[config.mk]
export PLATFORM = sky130hd
export DESIGN_NAME = hazard_scoreboard
export DESIGN_NICKNAME = d
export VERILOG_FILES = /design/src/rtl/hazard_scoreboard.sv
export SDC_FILE = /design/constraint.sdc
export NUM_CORES = 1
export LEC_CHECK = 0
export BUFFER_PORTS_ARGS = -buffer_cell sky130_fd_sc_hd__buf_2
export CAP_MARGIN = 20
export CORE_MARGIN = 2
export CORE_UTILIZATION = 51
export DETAILED_ROUTE_END_ITERATION = 10
export GPL_TIMING_DRIVEN = 0
export PLACE_DENSITY = 0.9
export SLEW_MARGIN = 40
export SYNTH_ARGS = -nofsm -noshare
export SYNTH_HDL_FRONTEND = slang
export SYNTH_SLANG_ARGS = --single-unit
[constraint.sdc]
create_clock -name clk -period 2.2 [get_ports clk]
set_input_delay 0.11 -clock clk [delete_from_list [all_inputs] [get_ports clk]]
set_output_delay 0.11 -clock clk [all_outputs]
set_load 0.1 [all_outputs]
[src/rtl/hazard_scoreboard.sv]
// Pipeline hazard controller: scoreboard of in-flight writes, stalls, forwarding, flush and memory freeze.
// Optional statistics counters are built when HAZARD_STATS_EN is defined.
module hazard_scoreboard #(
  parameter int unsigned RA_W    = 4,
  parameter int unsigned DEPTH   = 3,
  parameter int unsigned R0_ZERO = 1,
  parameter int unsigned CNT_W   = 16,
  localparam int unsigned FW     = $clog2(DEPTH)
) (
  input  logic             clk,
  input  logic             rst_n,
  input  logic             id_valid,
  input  logic [RA_W-1:0]  id_rs,
  input  logic [RA_W-1:0]  id_rt,
  input  logic             id_uses_rs,
  input  logic             id_uses_rt,
  input  logic             id_is_store,
  input  logic             id_is_load,
  input  logic             id_wen,
  input  logic [RA_W-1:0]  id_dst,
  input  logic             id_br_reg,
  input  logic             br_taken,
  input  logic             mem_req,
  input  logic             mem_ready,
  output logic             pc_we,
  output logic             if_id_we,
  output logic             if_id_flush,
  output logic             id_ex_bubble,
  output logic             freeze,
  output logic [FW-1:0]    fwd_a,
  output logic [FW-1:0]    fwd_b,
  output logic             fwd_st,
  output logic [CNT_W-1:0] stall_cnt,
  output logic [CNT_W-1:0] freeze_cnt,
  output logic [CNT_W-1:0] flush_cnt
);

  typedef struct packed {
    logic            v;
    logic            wen;
    logic [RA_W-1:0] dst;
    logic            load;
    logic            store;
    logic [RA_W-1:0] rt;
  } sb_entry_t;

  typedef enum logic {ST_RUN, ST_WAIT} mem_st_t;

  sb_entry_t       sb_q [1:DEPTH];
  sb_entry_t       sb_in_d;
  logic [RA_W-1:0] ex_rs_q, ex_rt_q;
  logic            ex_uses_rs_q, ex_uses_rt_q;
  mem_st_t         state_q, state_d;

  logic            lu_stall, br_stall, stall, freeze_raw, fwd_st_raw;
  logic [FW-1:0]   fwd_a_raw, fwd_b_raw;

  function automatic logic match(input sb_entry_t e, input logic [RA_W-1:0] r);
    return e.v & e.wen & (e.dst == r) & ~((R0_ZERO != 0) & (r == '0));
  endfunction

  // Hazard detection and forwarding from the current scoreboard
  always_comb begin
    lu_stall  = 1'b0;
    br_stall  = 1'b0;
    fwd_a_raw = '0;
    fwd_b_raw = '0;
    state_d   = state_q;

    lu_stall = id_valid & sb_q[1].load &
               ((id_uses_rs & match(sb_q[1], id_rs)) |
                (id_uses_rt & ~id_is_store & match(sb_q[1], id_rt)));

    for (int unsigned k = 1; k < DEPTH; k++) begin
      if (id_valid && id_br_reg && match(sb_q[k], id_rs)) br_stall = 1'b1;
    end

    // Walk from the oldest stage down so the youngest producer wins
    for (int unsigned k = DEPTH; k >= 2; k--) begin
      if (ex_uses_rs_q && match(sb_q[k], ex_rs_q)) fwd_a_raw = FW'(k - 1);
      if (ex_uses_rt_q && match(sb_q[k], ex_rt_q)) fwd_b_raw = FW'(k - 1);
    end

    stall      = lu_stall | br_stall;
    freeze_raw = ((state_q == ST_RUN) & mem_req & ~mem_ready) |
                 ((state_q == ST_WAIT) & ~mem_ready);

    case (state_q)
      ST_RUN:  if (mem_req && !mem_ready) state_d = ST_WAIT;
      ST_WAIT: if (mem_ready) state_d = ST_RUN;
      default: state_d = ST_RUN;
    endcase

    sb_in_d = '0;
    if (id_valid && !stall) begin
      sb_in_d.v     = 1'b1;
      sb_in_d.wen   = id_wen;
      sb_in_d.dst   = id_dst;
      sb_in_d.load  = id_is_load;
      sb_in_d.store = id_is_store;
      sb_in_d.rt    = id_rt;
    end
  end

  // Store-data forwarding only makes sense when WB directly follows MEM
  generate
    if (DEPTH == 3) begin : g_fwd_st
      assign fwd_st_raw = sb_q[2].v & sb_q[2].store & match(sb_q[DEPTH], sb_q[2].rt);
    end else begin : g_no_fwd_st
      assign fwd_st_raw = 1'b0;
    end
  endgenerate

  // Reset forces the pipeline latches to load and clear
  always_comb begin
    pc_we        = 1'b1;
    if_id_we     = 1'b1;
    if_id_flush  = 1'b1;
    id_ex_bubble = 1'b0;
    freeze       = 1'b0;
    fwd_a        = '0;
    fwd_b        = '0;
    fwd_st       = 1'b0;
    if (rst_n) begin
      pc_we        = ~stall & ~freeze_raw;
      if_id_we     = ~stall & ~freeze_raw;
      if_id_flush  = br_taken & id_valid & ~stall & ~freeze_raw;
      id_ex_bubble = stall & ~freeze_raw;
      freeze       = freeze_raw;
      fwd_a        = fwd_a_raw;
      fwd_b        = fwd_b_raw;
      fwd_st       = fwd_st_raw;
    end
  end

  always_ff @(posedge clk) begin
    if (!rst_n) begin
      for (int unsigned k = 1; k <= DEPTH; k++) sb_q[k] <= '0;
      ex_rs_q      <= '0;
      ex_rt_q      <= '0;
      ex_uses_rs_q <= 1'b0;
      ex_uses_rt_q <= 1'b0;
      state_q      <= ST_RUN;
    end else begin
      state_q <= state_d;
      if (!freeze_raw) begin
        for (int unsigned k = 2; k <= DEPTH; k++) sb_q[k] <= sb_q[k-1];
        sb_q[1]      <= sb_in_d;
        ex_rs_q      <= sb_in_d.v ? id_rs : '0;
        ex_rt_q      <= sb_in_d.v ? id_rt : '0;
        ex_uses_rs_q <= sb_in_d.v & id_uses_rs;
        ex_uses_rt_q <= sb_in_d.v & id_uses_rt;
      end
    end
  end

`ifdef HAZARD_STATS_EN
  logic [CNT_W-1:0] stall_cnt_q, freeze_cnt_q, flush_cnt_q;

  // Saturating event counters
  always_ff @(posedge clk) begin
    if (!rst_n) begin
      stall_cnt_q  <= '0;
      freeze_cnt_q <= '0;
      flush_cnt_q  <= '0;
    end else begin
      if (id_ex_bubble && stall_cnt_q != '1) stall_cnt_q <= stall_cnt_q + CNT_W'(1);
      if (freeze && freeze_cnt_q != '1)      freeze_cnt_q <= freeze_cnt_q + CNT_W'(1);
      if (if_id_flush && flush_cnt_q != '1)  flush_cnt_q <= flush_cnt_q + CNT_W'(1);
    end
  end

  assign stall_cnt  = stall_cnt_q;
  assign freeze_cnt = freeze_cnt_q;
  assign flush_cnt  = flush_cnt_q;
`else
  assign stall_cnt  = '0;
  assign freeze_cnt = '0;
  assign flush_cnt  = '0;
`endif

endmodule

==> metrics.txt <==
RSZ-0062 raised after global routing yes; CP max stage cell or4_4; largest net degree at the start of global routing 30; die height 73.3 um; vias post-DR 1955; Root Driver clkbuf_8; Global Route Usage Sum 20.8%; Die ar. 5380 um^2; Worst Tran Pin Value 0.638 ns; crit path from sb_q[0][18]; mapped cell area 2450 um^2; WP data required 2.09 ns; Crit path arrival time 2.15 ns; DR vias/cell 4.88; utilization after layout 68.1%; sequential-to-total area share from yosys stat 44.5%; Setup TNS -0.0769 ns; Power Dens Cells 642 nW/um^2; area growth from synthesis to layout 30.2%; drt total wl 5520 um; total gr overflow 0; worst-path cell chain xor2_1 > or4_4 > o21ai_4 > o221ai_4 > buf_12 > buf_12; final worst-path setup slack -0.0602 ns; Max Cap Violations 0; Net Sw Frac 39.1%; global placement routability congestion 0.849; FF+latch count, synth 40; DR pass1 iterations 4; LEAKAGE 1.54 nW; nature of the critical path endpoint primary output; status finished, violations left; share of post-route cells with drive strength above 1 36.3%; CP peak stage delay 0.53 ns; placed cells 383; max frequency 0.442 GHz; CTS hold repair buffers 0; drt initial violations 113; Clk network pwr share 22.2%; average wire per cell in the routed design 13.8 um; Avg Inst Size Synth 9.85 um^2; placed wire-length estimate 3980 um; final antenna diode count 0; failing checks setup timing; # IOs 82; sequential power share 44.2%; number of global-route vias before repair 1764; Relative slew margins 56.9%; Pint 1.25 mW; overall power 2.05 mW; Finish-stage setup viols 2; clock tree sinks 40; most used cell, CP buf_12; final hold slack 0.0941 ns; Peak VDD IR 0.453 mV; Gate power share 33.6%; Psw 0.802 mW; Reg clk slew, reported paths 0.07 ns; kind of cell adding the most delay to the critical path simple AND/OR/NAND/NOR gates; nets 370; Synth Instances 249; Cell variety after synth 32; DRC 0; global-route wire length before repair 8450 um; core area 4690 um^2; worst-skew pair later-pin latency 0.29 ns; I/O Buffers 33; htree depth 2; CP Buf/Inv Count 2; reg-to-reg startpoint sb_q[0][18]; Post-Layout Cell Count 401; Worst Min Path Start id_uses_rs; Startpoint Class flop; worst hold path type primary input to flop; Starting Density 52.3%; warnings from Yosys 0; antenna violations before repair 0; layout filler cell count 361; crit path max fanout 4; Final Hold Fails 0; CTS tree done; Max Root-Sink Buffers 2; fin crit share 103%; Pins Over Slew Limit 0; min cycle time layout 2.26 ns; CTS buffer count 5; WS Path Type flop to primary output; Antenna Nets Post-Route 0; Rows 25; die width 73.3 um; setup slack, reg-to-reg 0.13 ns; Clock Skews 0.00665 ns
## power by group through the flow
stage	Combinational, mW	Sequential (mW)	Clock (mW)
final	0.688	0.906	0.456
after global routing	0.718	0.910	0.489
after CTS	0.663	0.904	0.467
after detailed placement	0.635	0.926	0
after global placement	0.626	0.921	0
after floorplan	0.576	0.909	0
## worst min-delay path: stages
cell and delay (ns):
buf_2 0.12, nand2_1 0.06, o31ai_1 0.05
## path summary, 6_finish.rpt
check,to,cells after the start
worst max-delay path,pc_we,6
worst min-delay path,ex_uses_rs_q,3
worst max register to register,sb_q[0][15],7
worst min register to register,ex_uses_rs_q,2
## metrics by stage
stage | setup slack [ns] | cell area [um^2]
after floorplan | -0.554 | 2690
after global placement | 0.0358 | 2920
after detailed placement | -0.00156 | 2920
after CTS | -0.0671 | 3120
after global routing | -0.122 | 3190
final | -0.0602 | 3190
## Yosys cell counts, drive strengths merged
cell type,n,area [um^2]
o31ai,11,82.6
o41ai,2,17.5
o21ba,1,10.0
o21a,1,7.51
nor2,3,18.8
inv,2,7.51
nand2,29,109
o221ai,1,8.76
o21bai,1,7.51
a21oi,2,10.0
clkbuf,6,22.5
or2,1,6.26
and3,19,119
nand3,8,45.0
o21ai,2,10.0
nor3,19,95.1
nor4,5,31.3
xnor2,15,131
or4,2,18.8
edfxtp,29,871
xor2,15,131
dfxtp,11,220
conb,1,3.75
nand4,3,18.8
a22o,1,8.76
buf,55,415
and2,4,25.0
## flip-flops by register name, indices dropped and copies added, names as in the netlist
register,count
ex_uses_rs_q,1
ex_rt_q,4
sb_q,29
ex_uses_rt_q,1
state_q,1
ex_rs_q,4
## final cells by class
class / count / area, um^2 / area share, %
buffer: 59 / 443 / 13.9
timing repair buffer: 45 / 312 / 9.76
clock inverter: 3 / 13.8 / 0.431
inverter: 2 / 11.3 / 0.353
tap: 54 / 67.6 / 2.12
sequential: 40 / 1090 / 34.2
multi-input combinational: 193 / 1190 / 37.1
clock buffer: 5 / 68.8 / 2.16
## per-layer routing
layer	vias to the layer above	share of wire [%]	global-route usage, %
met5	-	0	0
met3	10	5.1	3.70
li1	977	-	-
met1	901	39	25.8
met4	0	1.9	6.26
met2	67	54	36.9
## kinds of logic after synthesis
| kind of cell | count (synthesis) | synth area share (%) |
|---|---|---|
| AOI/OAI and AO/OA | 22 | 6.63 |
| xor gates and xnor gates | 30 | 10.7 |
| buffers and inverters | 63 | 18.2 |
| DFF | 40 | 44.5 |
| other | 1 | 0.153 |
| and+or+nand+nor | 93 | 19.8 |
## repair_timing
| action | 4_1_cts | 5_1_grt |
|---|---|---|
| pin swaps | 6 | 3 |
| gates resized for setup | 15 | 11 |
| endpoints found under the hold margin | 0 | 0 |
| setup endpoints to repair | 4 | 6 |
| buffers inserted | 8 | 4 |
## layout by cell type, fill, tap and decap left out, drive strengths merged, types with 11 or more instances in the layout
cell type  count
buf           97
and3          19
dfxtp         11
clkbuf        12
o31ai         11
nand2         29
xnor2         15
edfxtp        29
xor2          15
nor3          19
conb          48
Power figures use the tool's default switching activity.
